**src/rtl/sound_pkg.sv**
```systemverilog
// Shared constants and types for the APU frame sequencer and its length counters.
package sound_pkg;

  localparam int unsigned CLKS_PER_STEP = 64453;
  localparam int unsigned LEN_MAX_SQ    = 64;
  localparam int unsigned LEN_MAX_WAVE  = 256;
  localparam int unsigned NUM_CH        = 4;
  localparam int unsigned LEN_W         = 9;
  localparam int unsigned STEP_W        = 3;

  // Bit s set: step s issues that tick.
  localparam logic [7:0] LEN_STEPS   = 8'b0101_0101;
  localparam logic [7:0] SWEEP_STEPS = 8'b0100_0100;
  localparam logic [7:0] ENV_STEPS   = 8'b1000_0000;

  typedef enum logic [1:0] {
    CH_SQ1   = 2'd0,
    CH_SQ2   = 2'd1,
    CH_WAVE  = 2'd2,
    CH_NOISE = 2'd3
  } ch_idx_e;

  typedef struct packed {
    logic env;
    logic sweep;
    logic len;
  } seq_tick_t;

  function automatic int unsigned len_max_for(input int unsigned ch);
    return (ch == int'(CH_WAVE)) ? LEN_MAX_WAVE : LEN_MAX_SQ;
  endfunction

endpackage

```
**src/rtl/sound_frame_sequencer_if.sv**
```systemverilog
// Register-parser side <-> frame sequencer signal bundle.
interface sound_frame_sequencer_if;
  import sound_pkg::*;

  logic                    I_MASTER_EN;
  logic [NUM_CH-1:0]       I_TRIGGER;
  logic [NUM_CH-1:0]       I_LEN_EN;
  logic [NUM_CH-1:0]       I_LEN_LOAD;
  logic [NUM_CH*LEN_W-1:0] I_LEN_INIT;
  logic [NUM_CH-1:0]       I_DAC_ON;
  logic [STEP_W-1:0]       O_STEP;
  logic                    O_LEN_TICK;
  logic                    O_SWEEP_TICK;
  logic                    O_ENV_TICK;
  logic [NUM_CH-1:0]       O_CH_ON;
  logic [NUM_CH-1:0]       O_CH_KILL;

  modport master (
    output I_MASTER_EN, I_TRIGGER, I_LEN_EN, I_LEN_LOAD, I_LEN_INIT, I_DAC_ON,
    input  O_STEP, O_LEN_TICK, O_SWEEP_TICK, O_ENV_TICK, O_CH_ON, O_CH_KILL
  );

  modport slave (
    input  I_MASTER_EN, I_TRIGGER, I_LEN_EN, I_LEN_LOAD, I_LEN_INIT, I_DAC_ON,
    output O_STEP, O_LEN_TICK, O_SWEEP_TICK, O_ENV_TICK, O_CH_ON, O_CH_KILL
  );

endinterface

```
**src/rtl/sound_length_counter.sv**
```systemverilog
// One channel's 9-bit length counter with its ON status and expiry pulse.
module sound_length_counter
  import sound_pkg::*;
#(
  parameter int unsigned LEN_MAX = LEN_MAX_SQ
) (
  input  logic             clk,
  input  logic             rst,
  input  logic             master_en,
  input  logic             trigger,
  input  logic             len_en,
  input  logic             len_load,
  input  logic [LEN_W-1:0] len_init,
  input  logic             dac_on,
  input  logic             tick,
  output logic             ch_on,
  output logic             ch_kill
);

  localparam logic [LEN_W-1:0] RELOAD = LEN_W'(LEN_MAX);

  logic [LEN_W-1:0] cnt_q;
  logic [LEN_W-1:0] cnt_eff_c;
  logic             dec_c;
  logic             expire_c;

  // A same-cycle load feeds the trigger's empty check; load or trigger blocks the decrement.
  always_comb begin
    cnt_eff_c = len_load ? len_init : cnt_q;
    dec_c     = tick && len_en && !len_load && !trigger && (cnt_q != '0);
    expire_c  = dec_c && (cnt_q == LEN_W'(1));
  end

  always_ff @(posedge clk) begin
    if (rst) begin
      cnt_q   <= '0;
      ch_on   <= 1'b0;
      ch_kill <= 1'b0;
    end else begin
      ch_kill <= 1'b0;
      if (!master_en) begin
        ch_on <= 1'b0;
      end else begin
        if (trigger)       cnt_q <= (cnt_eff_c == '0) ? RELOAD : cnt_eff_c;
        else if (len_load) cnt_q <= len_init;
        else if (dec_c)    cnt_q <= cnt_q - LEN_W'(1);

        if (!dac_on)       ch_on <= 1'b0;
        else if (trigger)  ch_on <= 1'b1;
        else if (expire_c) ch_on <= 1'b0;

        if (expire_c) ch_kill <= 1'b1;
      end
    end
  end

endmodule

```
**src/rtl/sound_frame_sequencer.sv**
```systemverilog
// 512 Hz frame sequencer: prescaler, step counter, tick generation and four length counters.
module sound_frame_sequencer
  import sound_pkg::NUM_CH, sound_pkg::LEN_W, sound_pkg::STEP_W, sound_pkg::seq_tick_t;
#(
  parameter int unsigned CLKS_PER_STEP = sound_pkg::CLKS_PER_STEP
) (
  input  logic                    I_CLK,
  input  logic                    I_RESET,
  sound_frame_sequencer_if.slave  bus
);

  localparam int unsigned PRE_W = (CLKS_PER_STEP > 1) ? $clog2(CLKS_PER_STEP) : 1;
  localparam logic [PRE_W-1:0] PRE_LAST = PRE_W'(CLKS_PER_STEP - 1);

  logic [PRE_W-1:0]  prescaler_q;
  logic [STEP_W-1:0] step_q;
  seq_tick_t         tick_q;
  logic              step_exec_c;
  logic [NUM_CH-1:0] ch_on_w;
  logic [NUM_CH-1:0] ch_kill_w;

  assign step_exec_c = (prescaler_q == PRE_LAST);

  // The step that runs this cycle picks the ticks that appear with the advanced step next cycle.
  always_ff @(posedge I_CLK) begin
    if (I_RESET || !bus.I_MASTER_EN) begin
      prescaler_q <= '0;
      step_q      <= '0;
      tick_q      <= '0;
    end else begin
      tick_q <= '0;
      if (step_exec_c) begin
        prescaler_q  <= '0;
        step_q       <= step_q + STEP_W'(1);
        tick_q.len   <= sound_pkg::LEN_STEPS[step_q];
        tick_q.sweep <= sound_pkg::SWEEP_STEPS[step_q];
        tick_q.env   <= sound_pkg::ENV_STEPS[step_q];
      end else begin
        prescaler_q <= prescaler_q + PRE_W'(1);
      end
    end
  end

  for (genvar i = 0; i < NUM_CH; i++) begin : g_len
    localparam int unsigned LMAX = sound_pkg::len_max_for(i);

    sound_length_counter #(
      .LEN_MAX (LMAX)
    ) u_len (
      .clk       (I_CLK),
      .rst       (I_RESET),
      .master_en (bus.I_MASTER_EN),
      .trigger   (bus.I_TRIGGER[i]),
      .len_en    (bus.I_LEN_EN[i]),
      .len_load  (bus.I_LEN_LOAD[i]),
      .len_init  (bus.I_LEN_INIT[i*LEN_W +: LEN_W]),
      .dac_on    (bus.I_DAC_ON[i]),
      .tick      (tick_q.len),
      .ch_on     (ch_on_w[i]),
      .ch_kill   (ch_kill_w[i])
    );
  end

  assign bus.O_STEP       = step_q;
  assign bus.O_LEN_TICK   = tick_q.len;
  assign bus.O_SWEEP_TICK = tick_q.sweep;
  assign bus.O_ENV_TICK   = tick_q.env;
  assign bus.O_CH_ON      = ch_on_w;
  assign bus.O_CH_KILL    = ch_kill_w;

endmodule

```
**src/flat_wrapper.sv**
```systemverilog
// flat-port wrapper written by rule: the top's interface ports become plain ports
module sound_frame_sequencer_flat import sound_pkg::NUM_CH, sound_pkg::LEN_W, sound_pkg::STEP_W, sound_pkg::seq_tick_t;
#(
  parameter int unsigned CLKS_PER_STEP = sound_pkg::CLKS_PER_STEP
)
  (I_CLK, I_RESET, bus_I_MASTER_EN, bus_I_TRIGGER, bus_I_LEN_EN, bus_I_LEN_LOAD, bus_I_LEN_INIT, bus_I_DAC_ON, bus_O_STEP, bus_O_LEN_TICK, bus_O_SWEEP_TICK, bus_O_ENV_TICK, bus_O_CH_ON, bus_O_CH_KILL);
  sound_frame_sequencer_if bus_i ();
  input  logic I_CLK;
  input  logic I_RESET;
  input wire logic [$bits(bus_i.I_MASTER_EN)-1:0] bus_I_MASTER_EN;
  input wire logic [$bits(bus_i.I_TRIGGER)-1:0] bus_I_TRIGGER;
  input wire logic [$bits(bus_i.I_LEN_EN)-1:0] bus_I_LEN_EN;
  input wire logic [$bits(bus_i.I_LEN_LOAD)-1:0] bus_I_LEN_LOAD;
  input wire logic [$bits(bus_i.I_LEN_INIT)-1:0] bus_I_LEN_INIT;
  input wire logic [$bits(bus_i.I_DAC_ON)-1:0] bus_I_DAC_ON;
  output wire logic [$bits(bus_i.O_STEP)-1:0] bus_O_STEP;
  output wire logic [$bits(bus_i.O_LEN_TICK)-1:0] bus_O_LEN_TICK;
  output wire logic [$bits(bus_i.O_SWEEP_TICK)-1:0] bus_O_SWEEP_TICK;
  output wire logic [$bits(bus_i.O_ENV_TICK)-1:0] bus_O_ENV_TICK;
  output wire logic [$bits(bus_i.O_CH_ON)-1:0] bus_O_CH_ON;
  output wire logic [$bits(bus_i.O_CH_KILL)-1:0] bus_O_CH_KILL;
  assign bus_i.I_MASTER_EN = bus_I_MASTER_EN;
  assign bus_i.I_TRIGGER = bus_I_TRIGGER;
  assign bus_i.I_LEN_EN = bus_I_LEN_EN;
  assign bus_i.I_LEN_LOAD = bus_I_LEN_LOAD;
  assign bus_i.I_LEN_INIT = bus_I_LEN_INIT;
  assign bus_i.I_DAC_ON = bus_I_DAC_ON;
  assign bus_O_STEP = bus_i.O_STEP;
  assign bus_O_LEN_TICK = bus_i.O_LEN_TICK;
  assign bus_O_SWEEP_TICK = bus_i.O_SWEEP_TICK;
  assign bus_O_ENV_TICK = bus_i.O_ENV_TICK;
  assign bus_O_CH_ON = bus_i.O_CH_ON;
  assign bus_O_CH_KILL = bus_i.O_CH_KILL;
  sound_frame_sequencer #(.CLKS_PER_STEP(CLKS_PER_STEP)) u_core (.I_CLK(I_CLK), .I_RESET(I_RESET), .bus(bus_i));
endmodule
```
**config.mk**
```make
export PLATFORM = sky130hd
export DESIGN_NAME = sound_frame_sequencer_flat
export DESIGN_NICKNAME = d
export VERILOG_FILES = /design/src/rtl/sound_pkg.sv /design/src/rtl/sound_frame_sequencer_if.sv /design/src/rtl/sound_length_counter.sv /design/src/rtl/sound_frame_sequencer.sv /design/src/flat_wrapper.sv
export SDC_FILE = /design/constraint.sdc
export NUM_CORES = 1
export LEC_CHECK = 0
export ABC_AREA = 1
export CAP_MARGIN = 5
export CORE_MARGIN = 2
export CORE_UTILIZATION = 40
export CTS_BUF_LIST = sky130_fd_sc_hd__clkbuf_4 sky130_fd_sc_hd__clkbuf_8
export DETAILED_ROUTE_END_ITERATION = 12
export PLACE_DENSITY = 0.64
export REMOVE_ABC_BUFFERS = 1
export SYNTH_ARGS = -nofsm -noshare
export SYNTH_HDL_FRONTEND = slang
export SYNTH_SLANG_ARGS = --single-unit
```
**constraint.sdc**
```tcl
create_clock -name I_CLK -period 1.7 [get_ports I_CLK]
set_input_delay 0.34 -clock I_CLK [delete_from_list [all_inputs] [get_ports I_CLK]]
set_output_delay 0.34 -clock I_CLK [all_outputs]
set_load 0.03 [all_outputs]
```
== Yosys cells after proc, flatten, opt, wreduce, memory -nomap -nowiden ==
Memory sizes are Yosys's and may differ from the RTL's. A register that Yosys moved wholly into a read port is not among the register bits.
Cells that the tools add are included.

* Bits of input ports: 55
* Memory bits (read-only): 24
* Bits in registers: 63
* Memories kept: 3

* Bitwise gates (word level): 6
* Reduce and logical (&&, ||, !) cells: 57
* Muxes and demuxes: 32
* Equality and inequality tests: 5
* Add/sub/neg operators: 6

{| class="wikitable"
|+ Memory list
! memory !! depth !! width !! rd ports !! clocked after Yosys merged registers in !! write ports !! RTL line !! text
|-
| (name not given) || 8 || 1 || 1 || 1 || 0 || sound_frame_sequencer.sv:36 || <nowiki>tick_q.sweep <= sound_pkg::SWEEP_STEPS[step_q];</nowiki>
|-
| (name not given) || 8 || 1 || 1 || 1 || 0 || sound_frame_sequencer.sv:37 || <nowiki>tick_q.env <= sound_pkg::ENV_STEPS[step_q];</nowiki>
|-
| (name not given) || 8 || 1 || 1 || 1 || 0 || sound_frame_sequencer.sv:35 || <nowiki>tick_q.len <= sound_pkg::LEN_STEPS[step_q];</nowiki>
|}

{| class="wikitable"
|+ Operator list
! operator !! count
|-
| $mux W9 || 20
|-
| $eq A9 B1 Y1 const B || 4
|-
| $logic_not A9 Y1 || 4
|-
| $reduce_bool A9 Y1 || 4
|-
| $sub A9 B1 Y9 const B || 4
|-
| $logic_and A1 B1 Y1 || 20
|-
| $add A16 B1 Y16 const B || 1
|-
| $eq A16 B16 Y1 const B || 1
|-
| $mux W1 || 12
|-
| $reduce_bool A3 Y1 || 4
|-
| $reduce_or A3 Y1 || 4
|-
| $logic_not A1 Y1 || 9
|-
| $reduce_and A2 Y1 || 4
|-
| $reduce_bool A2 Y1 || 4
|-
| $not A1 Y1 || 6
|-
| $reduce_or A2 Y1 || 3
|-
| $add A3 B1 Y3 const B || 1
|-
| $logic_or A1 B1 Y1 || 1
|}

== Logic depth before layout (Yosys ltp) ==
Gate-level depths: netlist of the first run.

* Depth in word-level cells: 7
* Gate-level depth with buffers: 12

== Cells and area by module ==
Synthesis of the first run repeated with hierarchy kept, for this count alone.

* Cells, all modules: 828
* Area total of the unflattened synthesis: 4,954.8 um^2

{| class="wikitable"
|+ Modules (own cells, without submodules)
! module !! cells an instance !! times used !! area an instance (um^2) !! seq. area each (um^2)
|-
| sound_length_counter (u_core.g_len[0].u_len ...) || 164 || 3 || 954.7 || 220.2
|-
| sound_frame_sequencer || 160 || 1 || 1,083.5 || 440.4
|-
| sound_length_counter (u_core.g_len[2].u_len) || 176 || 1 || 1,007.2 || 220.2
|}

== Worst setup path before layout of the first run ==
OpenSTA, ideal clock, no wires.

* Path type: register to register
* Start point: reg u_core.prescaler_q[0]
* End point: reg u_core.prescaler_q[14]
* Arrival time: 1.298 ns
* Stages on the path, launching flop included: 11
* Library setup time: 0.113 ns
* Path slack: 0.290 ns
* Required time: 1.587 ns
* Path buffers: 0
* Clock period less this slack: 1.410 ns
* Path through: dfxtp_1 > ha_1 > nand3_1 > nor2_2 > nand2_2 > nor2_4 > nand3_1 > nor2_1 > nand2_1 > nand2_1 > nor2_1

* Cells in the longest elaborated chain, start to end: 2
* Elaborated cells between the ends (all ways): 3

{| class="wikitable"
|+ Ends and longest elaborated chain
! item !! RTL line !! text
|-
| start, declared || sound_frame_sequencer.sv:15 || <nowiki>logic [PRE_W-1:0] prescaler_q;</nowiki>
|-
| start signal, assigned || sound_frame_sequencer.sv:39 || <nowiki>prescaler_q <= prescaler_q + PRE_W'(1);</nowiki>
|-
| parallel branches: the longest is 2 deep, another holds $add A16 B1 Y16 || - ||
|}

Parallel ways; which one is timed is not known.
A chain may end at the register's enable or synchronous reset.

== Final worst setup path of the first run ==
* Start point: reg u_core.bus.O_LEN_TICK (netlist name)
* End point: out bus_O_LEN_TICK

{| class="wikitable"
|+ RTL lines
! item !! RTL line !! text
|-
| end, declared || flat_wrapper.sv:17 || <nowiki>output wire logic [$bits(bus_i.O_LEN_TICK)-1:0] bus_O_LEN_TICK;</nowiki>
|}

No word-level cell between the ends.

==> impl_metrics.ini, run 1 <==
[worst_setup_path]
required_ns = 1.36
cp_max_fo = 5
r2r-end = u_core.g_len[2].u_len.cnt_q[5]$_SDFFE_PP0P_
slowest_delay_ns = 0.47
r2r_cells = 11
critPathBufInv = 1
crit_path_start_kind = register
rr_startpoint = u_core.g_len[2].u_len.cnt_q[0]$_SDFFE_PP0P_
critical_path.top_delay_family = flip-flops
cp_cell_sequence = dlygate4sd2_1
worst_path_max_delay_cell = dfxtp_1
cp-end-kind = output pin
critPathKind = reg -> out
startpoint = u_core.bus.O_LEN_TICK$_SDFF_PP0_
reg2reg_slack_ns = 0.14
arrival_ns = 1.26

[synthesis]
async_flop_share_pct = 0
ys_seq_area_share_pct = 27.0
synth.top_cells.by_count = 235 x nand2_1, 130 x nor2_1, 90 x inv_1, 66 x dfxtp_1, 54 x nand3_1
yosysMostFrequentCell = nand2_1
synth-main-ff-cell = dfxtp_1
syn_area_sq_um = 4890
synth_area_per_cell_sq_um = 6.00
syn_inst = 815
ys_ff_latch = 66
yosys_warnings = 0
synth_area_leader_cell = dfxtp_1
yosysTopAreaCellShare_pct = 27.0
synth_edf_count = 0
synth_area_leaders = dfxtp_1 27%, nand2_1 18%, nor2_1 10%
synthDistinctLibCells = 36

[pwr]
power_frac_comb_pct = 28.1
finalPower_uw = 4270
net-switching-power_uw = 1370
powerDensity_nw_per_um2 = 663
peakVddDrop_v = 0.000478
pwr-share-clk_pct = 32.5
power.internal_uw = 2900
p_leak_uw = 0.00309
switching_share_pct = 32.0
pwr-share-seq_pct = 39.5

[timing]
finalSetupTns_ns = 0
setup-violations-final = 0
holdWs_ns = 0.435
clock.fmax_mhz = 624
finalCritPeriodShare_pct = 94.3
worst_slew_pin_slew_ns = 0.439
fin_worst_skew_ns = 0.0163
hold_viol_final = 0
period_needed_ns = 1.60
drv_slew = 0
relSlewSlack_pct = 70.7

[clock_network]
cts_buffers = 9
clkLatencyLatePin_ns = 0.36
hold_buffers = 0
cts.sinks = 66
htree_levels = 3
cts_tree = built
clk_pin_slew_ns = 0.07
cts-root-buf = clkbuf_8
cts_max_path_buffers = 2

[die]
die_h_um = 115
io_pins = 69
fp-row-count = 40
die_w_um = 115
coreArea_sq_um = 12000
dieArea_sq_um = 13100
start_util_pct = 40.8

[worst_hold_path]
whs_path_depth = 1
min_from = u_core.prescaler_q[0]$_SDFF_PP0_
hold_end = u_core.prescaler_q[0]$_SDFF_PP0_
worstHoldPathType = reg -> reg

[global_route]
grt.total_usage_pct = 20.9
grt_pass1_wl_um = 22200
grt_antenna_before_repair = 0
grt.overflow.total = 0
grt_pass1_vias = 4824
grt_max_degree = 18

[route]
wl_per_cell_um = 12.1
via_count = 5427
drt-pass1-iter-count = 5
via_per_inst = 4.92
first_iter_violations = 337
drc = 0
antenna_left = 0
routed_wl_um = 13400

[placement]
place_congestion = 0.928
portBuffers = 68
place_area_sq_um = 6180
hpwl_um = 10300

[cells_and_area]
area_growth_pct = 31.8
multiInputGateArea_sq_um = 3020
fin_util_pct = 53.8
diodes = 0
ff_latch_area_sq_um = 1320
nFillCells = 1218
post_route_cells_drive_above_1_share_pct = 15.8
final_cell_area_sq_um = 6440
fin_nets = 1021

[run_status]
outcome = finished clean

[job]
maxCapViolCount = 0
-- cell families (layout without fill, tap and decap cells) --
kind of cell	count (synthesis)	in the layout	synth area share, %
and+or+nand+nor	476	476	41.5
buffers and inverters	127	267	11.8
AOI/OAI and AO/OA	123	123	14.3
DFF	66	66	27.0
adders and majority gates	16	16	4.10
xor gates and xnor gates	7	7	1.25
-- how the worst max path moves through the flow --
stage / endpoint / slack, ns / cells past startpoint
4_1_cts: bus_O_SWEEP_TICK / 0.0009 / 1
3_3_place_gp: u_core.g_len[3].u_len.cnt_q[0]$_SDFFE_PP0P_ / -0.19 / 11
3_5_place_dp: u_core.g_len[3].u_len.cnt_q[7]$_SDFFE_PP0P_ / -0.23 / 11
5_1_grt: u_core.g_len[3].u_len.cnt_q[4]$_SDFFE_PP0P_ / -0.02 / 11
6_report: bus_O_LEN_TICK / 0.1 / 1
2_1_floorplan: u_core.g_len[2].u_len.cnt_q[3]$_SDFFE_PP0P_ / 0.23 / 7
-- layout make-up --
| cell class | count | area share [%] |
|---|---|---|
| multi-input cells | 622 | 46.9 |
| repair buffers | 153 | 20.8 |
| flip-flops and latches | 66 | 20.6 |
| inverters | 98 | 5.79 |
| well taps | 147 | 2.86 |
| clock buffers | 12 | 2.37 |
| clock inverters | 4 | 0.797 |
-- per-stage QoR --
stage	setup WS, ns	std cells
2_1_floorplan	0.229	786
3_3_place_gp	-0.195	1083
3_5_place_dp	-0.230	1083
4_1_cts	0.000913	1099
5_1_grt	-0.0219	1102
6_report	0.0977	1102
-- power by group through the flow --
stage	clock network (uW)	logic (uW)	registers, uW
after floorplan	0	664	1710
after global placement	0	1180	1720
final	1390	1200	1690
after detailed placement	0	1180	1720
after CTS	1430	1180	1680
after global routing	1500	1350	1700
-- layer usage --
| metal | global-route usage, % | wire length, um |
|---|---|---|
| met1 | 27.5 | 6470 |
| met2 | 35.0 | 6150 |
| met3 | 3.71 | 589 |
| met4 | 6.34 | 151 |
| met5 | 0 | 0 |
-- layout by cell type, fill, tap and decap left out, drive strengths merged --
cell type	Yosys	layout
dlygate4sd2	0	11
clkdlybuf4s50	0	54
or2	3	3
o21ai	57	57
ha	16	16
a31oi	2	2
nand2	240	240
buf	24	85
a21oi	45	45
clkbuf	5	12
bufinv	0	1
nand3	55	55
o211ai	5	5
inv	98	98
clkinv	0	2
nor2	141	141
o21bai	5	5
dfxtp	66	66
nor3	22	22
clkinvlp	0	1
nor4	2	2
nand4	13	13
xor2	5	5
dlymetal6s2s	0	3
o21a	4	4
xnor2	2	2
o22ai	5	5
-- state kept, by name (all words and copies together), names as in the netlist --
register                    count
u_core.bus.O_ENV_TICK           1
u_core.bus.O_LEN_TICK           1
u_core.bus.O_STEP               3
u_core.bus.O_SWEEP_TICK         1
u_core.g_len.u_len.ch_kill      4
u_core.g_len.u_len.ch_on        4
u_core.g_len.u_len.cnt_q       36
u_core.prescaler_q             16
-- what timing repair did --
action	4_1_cts	5_1_grt
resized for setup	11	20
setup buffers	0	3
endpoints found under the setup margin	11	22
endpoints found under the hold margin	0	0
pin swaps	0	4
Power figures use the tool's default switching activity.
==> inputs of run 2 (changes only) <==
--- a/config.mk
+++ b/config.mk
@@ -11,8 +11,8 @@
 export CORE_UTILIZATION = 40
 export CTS_BUF_LIST = sky130_fd_sc_hd__clkbuf_4 sky130_fd_sc_hd__clkbuf_8
 export DETAILED_ROUTE_END_ITERATION = 12
-export PLACE_DENSITY = 0.64
 export REMOVE_ABC_BUFFERS = 1
+export SKIP_CTS_REPAIR_TIMING = 1
 export SYNTH_ARGS = -nofsm -noshare
 export SYNTH_HDL_FRONTEND = slang
 export SYNTH_SLANG_ARGS = --single-unit
==> run 2 against run 1 <==
- clock-buffer cell count grew 1
- critical path depth is 6 higher
- worst setup slack better by 0.0038 ns
- largest cell class unchanged
==> impl_metrics.ini, run 2 (synthesized netlist as in run 1, its figures left out) <==
[timing]
worst_slew_pin_slew_ns = 0.599
setup-violations-final = 0
hold_viol_final = 0
finalCritPeriodShare_pct = 94.0
period_needed_ns = 1.60
finalSetupTns_ns = 0
drv_slew = 0
relSlewSlack_pct = 60.0
clock.fmax_mhz = 626
fin_worst_skew_ns = 0.0169

[pwr]
peakVddDrop_v = 0.000401
finalPower_uw = 4350
power.internal_uw = 2970
switching_share_pct = 31.7
pwr-share-seq_pct = 38.8
net-switching-power_uw = 1380
pwr-share-clk_pct = 32.7
power_frac_comb_pct = 28.5
p_leak_uw = 0.00329
powerDensity_nw_per_um2 = 668

[global_route]
grt_antenna_before_repair = 0
grt.total_usage_pct = 22.7
grt_pass1_wl_um = 24100
grt_pass1_vias = 5276
grt.overflow.total = 0
grt_max_degree = 23

[worst_setup_path]
cp_cell_sequence = nor2_1, nand2_1, nor2_1, nand3_1, or2_2, nand2_1, a21oi_1
required_ns = 1.95
critPathBufInv = 0
cp_max_fo = 5
cp-end-kind = register
arrival_ns = 1.85
slowest_delay_ns = 0.35
critPathKind = reg -> reg
worst_path_max_delay_cell = dfxtp_1
critical_path.top_delay_family = simple AND/OR/NAND/NOR gates
crit_path_start_kind = register

[die]
start_util_pct = 40.8
die_h_um = 115
dieArea_sq_um = 13100
coreArea_sq_um = 12000
io_pins = 69
fp-row-count = 40
die_w_um = 115

[clock_network]
clkLatencyLatePin_ns = 0.37
cts.sinks = 66
htree_levels = 3
cts_buffers = 9
clk_pin_slew_ns = 0.07
cts-root-buf = clkbuf_8
cts_max_path_buffers = 2
cts_tree = built

[route]
wl_per_cell_um = 13.0
routed_wl_um = 14400
drc = 0
wl_met2_um = 7070
first_iter_violations = 373
drt-met1-wl_um = 6390
drt-pass1-iter-count = 8
via_per_inst = 5.03
highest_layer = met4
antenna_left = 0
via_count = 5569
met3_length_um = 688

[cells_and_area]
area_growth_pct = 33.4
largest_reg_flops = 36
fin_nets = 1028
top_register = u_core.g_len.u_len.cnt_q
mostFrequentLayoutCells = 234 x nand2_1, 127 x nor2_1, 91 x buf_4, 89 x inv_1, 64 x dfxtp_1
post_route_cells_drive_above_1_share_pct = 16.1
layout_commonest_cell = nand2_1
top_regs = u_core.g_len.u_len.cnt_q x36, u_core.prescaler_q x16
diodes = 0

[worst_hold_path]
worstHoldPathType = reg -> reg

[job]
maxCapViolCount = 0

[placement]
hpwl_um = 11300
place_congestion = 0.946
portBuffers = 68

[run_status]
outcome = finished clean
[run 2: cell types whose count changed in the layout (fill, tap and decap cells not counted), sizes merged]
cell,before,now
clkinvlp,1,0
buf,85,92
clkinv,2,1
clkdlybuf4s50,54,53
dlygate4sd2,11,0
clkbuf,12,13
dlymetal6s2s,3,15
[run 2: metal layers]
metal	vias up	GRT usage, %
li1	2871	-
met5	-	0
met2	134	39.5
met3	28	5.29
met4	0	7.48
met1	2536	27.5
[run 2: per-stage QoR]
| stage | hold WS [ns] | cell area (sq um) | cells | util [%] | worst slack, ns |
|---|---|---|---|---|---|
| 3_5_place_dp | 0.456 | 6220 | 1090 | 52.0 | -0.265 |
| 5_1_grt | 0.469 | 6520 | 1108 | 54.5 | -0.0142 |
| 4_1_cts | 0.465 | 6430 | 1105 | 53.8 | -0.177 |
| 6_report | 0.446 | 6520 | 1108 | 54.5 | 0.101 |
| 3_3_place_gp | 0.446 | 6220 | 1090 | 52.0 | -0.288 |
| 2_1_floorplan | 0.402 | 4680 | 786 | - | 0.229 |
[run 2: final timing paths]
kind	slack [ns]	cells after the start	start	endpoint
max reg2reg	0.10	7	u_core.g_len[1].u_len.cnt_q[5]$_SDFFE_PP0P_	u_core.g_len[1].u_len.ch_on$_SDFFE_PP0P_
min reg2reg	0.45	1	u_core.prescaler_q[0]$_SDFF_PP0_	u_core.prescaler_q[0]$_SDFF_PP0_
min	0.45	1	u_core.prescaler_q[0]$_SDFF_PP0_	u_core.prescaler_q[0]$_SDFF_PP0_
max	0.10	7	u_core.g_len[1].u_len.cnt_q[5]$_SDFFE_PP0P_	u_core.g_len[1].u_len.ch_on$_SDFFE_PP0P_
[run 2: cell type report]
class,instances,area (sq um)
inverter,98,373
fill,1225,5440
clock buffer,13,173
multi-input combinational,622,3010
tap,147,184
clock inverter,2,35.0
timing repair buffer,160,1420
sequential,66,1320
[run 2: power by group through the flow]
stage / Sequential (uW) / Clock [uW] / Combinational (uW)
5_1_grt: 1700 / 1530 / 1400
3_5_place_dp: 1720 / 0 / 1210
3_3_place_gp: 1720 / 0 / 1200
2_1_floorplan: 1710 / 0 / 664
6_report: 1690 / 1420 / 1240
4_1_cts: 1680 / 1480 / 1220
==> inputs of run 3 (changes only) <==
==> constraint.sdc (replaced) <==
create_clock -name I_CLK -period 1.85 [get_ports I_CLK]
set_input_delay 0.37 -clock I_CLK [delete_from_list [all_inputs] [get_ports I_CLK]]
set_output_delay 0.37 -clock I_CLK [all_outputs]
set_load 0.03 [all_outputs]
==> run 3 against run 2 <==
- combinational power is 15% lower
- wire length is 4.1% lower
- worst hold slack better by 0.024 ns
- clock power is 6% higher
- total power is 5.4% lower
- first-iteration DRC count is 23% lower
- clock skew is 0.0056 ns lower
- sequential power is 8% lower
- cell area is 4.5% lower
- cell count is 3.3% lower
- critical path type is now reg -> out
- utilization is 2.4 points lower
==> impl_metrics.ini, run 3 (synthesized netlist as in run 1, its figures left out) <==
[timing]
worst_slew_pin_slew_ns = 0.629
relSlewSlack_pct = 58.0
final.setup.worst_slack_ns = 0.0993
finalSetupTns_ns = 0
finalCritPeriodShare_pct = 94.6
clock.fmax_mhz = 571
period_needed_ns = 1.75
fin_worst_skew_ns = 0.0114
drv_slew = 0
rsz0062_at_grt = false
setup-violations-final = 0
hold_viol_final = 0

[worst_setup_path]
slowest_delay_ns = 0.69
critPathBufInv = 1
arrival_ns = 1.38
crit_path_start_kind = register
required_ns = 1.48
r2r_cells = 12
cp-end-kind = output pin
critical_path.top_delay_family = buffers and inverters
cp_max_fo = 1
r2r-end = u_core.g_len[3].u_len.cnt_q[0]$_SDFFE_PP0P_
critPathKind = reg -> out
reg2reg_slack_ns = 0.23
worst_path_max_delay_cell = clkdlybuf4s50_1
rr_startpoint = u_core.g_len[3].u_len.cnt_q[1]$_SDFFE_PP0P_
cp_cell_sequence = clkdlybuf4s50_1

[route]
drt-met1-wl_um = 6260
routed_wl_um = 13800
wl_per_cell_um = 12.9
wl_met2_um = 6690
highest_layer = met4
antenna_left = 0
first_iter_violations = 287
met3_length_um = 627
via_count = 5444
via_per_inst = 5.08
drc = 0
drt-pass1-iter-count = 5

[clock_network]
clk_pin_slew_ns = 0.07
cts.sinks = 66
cts_buffers = 9
clkLatencyLatePin_ns = 0.34
cts_tree = built
cts-root-buf = clkbuf_8
htree_levels = 3
cts_max_path_buffers = 2

[cells_and_area]
post_route_cells_drive_above_1_share_pct = 12.0
area_growth_pct = 27.5
ff_latch_area_sq_um = 1320
top_register = u_core.g_len.u_len.cnt_q
nFillCells = 1193
top_regs = u_core.g_len.u_len.cnt_q x36, u_core.prescaler_q x16
mostFrequentLayoutCells = 235 x nand2_1, 130 x nor2_1, 90 x inv_1, 65 x dfxtp_1, 64 x clkdlybuf4s50_1
layout_commonest_cell = nand2_1
multiInputGateArea_sq_um = 2990
diodes = 0
fin_nets = 990
largest_reg_flops = 36
final_cell_area_sq_um = 6230

[die]
fp-row-count = 40
dieArea_sq_um = 13100
start_util_pct = 40.8
die_h_um = 115
coreArea_sq_um = 12000
die_w_um = 115
io_pins = 69

[placement]
place_congestion = 0.918
hpwl_um = 11100
portBuffers = 68
dp_worst_setup_slack_ns = -0.0858
place_area_sq_um = 5960

[global_route]
grt.overflow.total = 0
grt_antenna_before_repair = 0
grt_pass1_vias = 5126
grt_pass1_wl_um = 23100
grt_max_degree = 23
grt.total_usage_pct = 21.6

[pwr]
peakVddDrop_v = 0.000366
powerDensity_nw_per_um2 = 661
p_leak_uw = 0.00293

[job]
maxCapViolCount = 0

[worst_hold_path]
whs_path_depth = 2
hold_end = u_core.g_len[3].u_len.ch_on$_SDFFE_PP0P_
worstHoldPathType = reg -> reg
min_from = u_core.g_len[3].u_len.ch_on$_SDFFE_PP0P_

[run_status]
outcome = finished clean
run 3: cell types whose count changed in the layout (fill, tap and decap cells not counted), moves of 4 or more:
| cell | before | now |
|---|---|---|
| dlymetal6s2s_1 | 15 | 4 |
| nor2_2 | 10 | 6 |
| clkdlybuf4s50_1 | 53 | 64 |
| buf_4 | 91 | 53 |
run 3: worst max-delay path by stage:
| stage | from | cells past startpoint | slack (ns) | endpoint |
|---|---|---|---|---|
| 2_1_floorplan | u_core.bus.O_LEN_TICK$_SDFF_PP0_ | 7 | 0.38 | u_core.g_len[2].u_len.cnt_q[3]$_SDFFE_PP0P_ |
| 3_3_place_gp | bus_I_LEN_LOAD[0] | 11 | -0.10 | u_core.g_len[0].u_len.cnt_q[7]$_SDFFE_PP0P_ |
| 3_5_place_dp | I_RESET | 4 | -0.09 | u_core.g_len[1].u_len.cnt_q[7]$_SDFFE_PP0P_ |
| 4_1_cts | u_core.bus.O_STEP[0]$_SDFFE_PP0N_ | 1 | -0.05 | bus_O_STEP[0] |
| 5_1_grt | u_core.prescaler_q[0]$_SDFF_PP0_ | 10 | 0.009 | u_core.prescaler_q[14]$_SDFF_PP0_ |
| 6_report | u_core.bus.O_ENV_TICK$_SDFF_PP0_ | 1 | 0.1 | bus_O_ENV_TICK |
run 3: final cells by class:
| cell class | instances | area share, % |
|---|---|---|
| clock inverter | 7 | 2.01 |
| timing repair buffer | 122 | 17.8 |
| multi-input combinational | 622 | 48.1 |
| sequential | 66 | 21.2 |
| inverter | 98 | 5.95 |
| tap | 147 | 2.95 |
| clock buffer | 9 | 1.99 |
run 3: routing by layer:
metal  track usage [%]  up-vias
li1                  -     2806
met1              27.1     2477
met2              37.9      143
met3              2.54       18
met4              7.80        0
met5                 0        -
run 3: stage by stage:
| step | hold slack (ns) | utilization [%] | std cells | power, uW |
|---|---|---|---|---|
| finish | 0.470 | 52.1 | 1071 | 4120 |
| global route | 0.500 | 52.1 | 1071 | 4360 |
| CTS | 0.477 | 51.9 | 1071 | 4140 |
| detailed placement | 0.462 | 49.8 | 1055 | 2620 |
| global placement | 0.443 | 49.8 | 1055 | 2620 |
| floorplan | 0.430 | - | 786 | 2180 |
run 3: report_power, final:
group          switching, uW  internal, uW
Combinational            604           446
Clock                    608           907
Sequential              67.5          1490
Total                   1280          2840
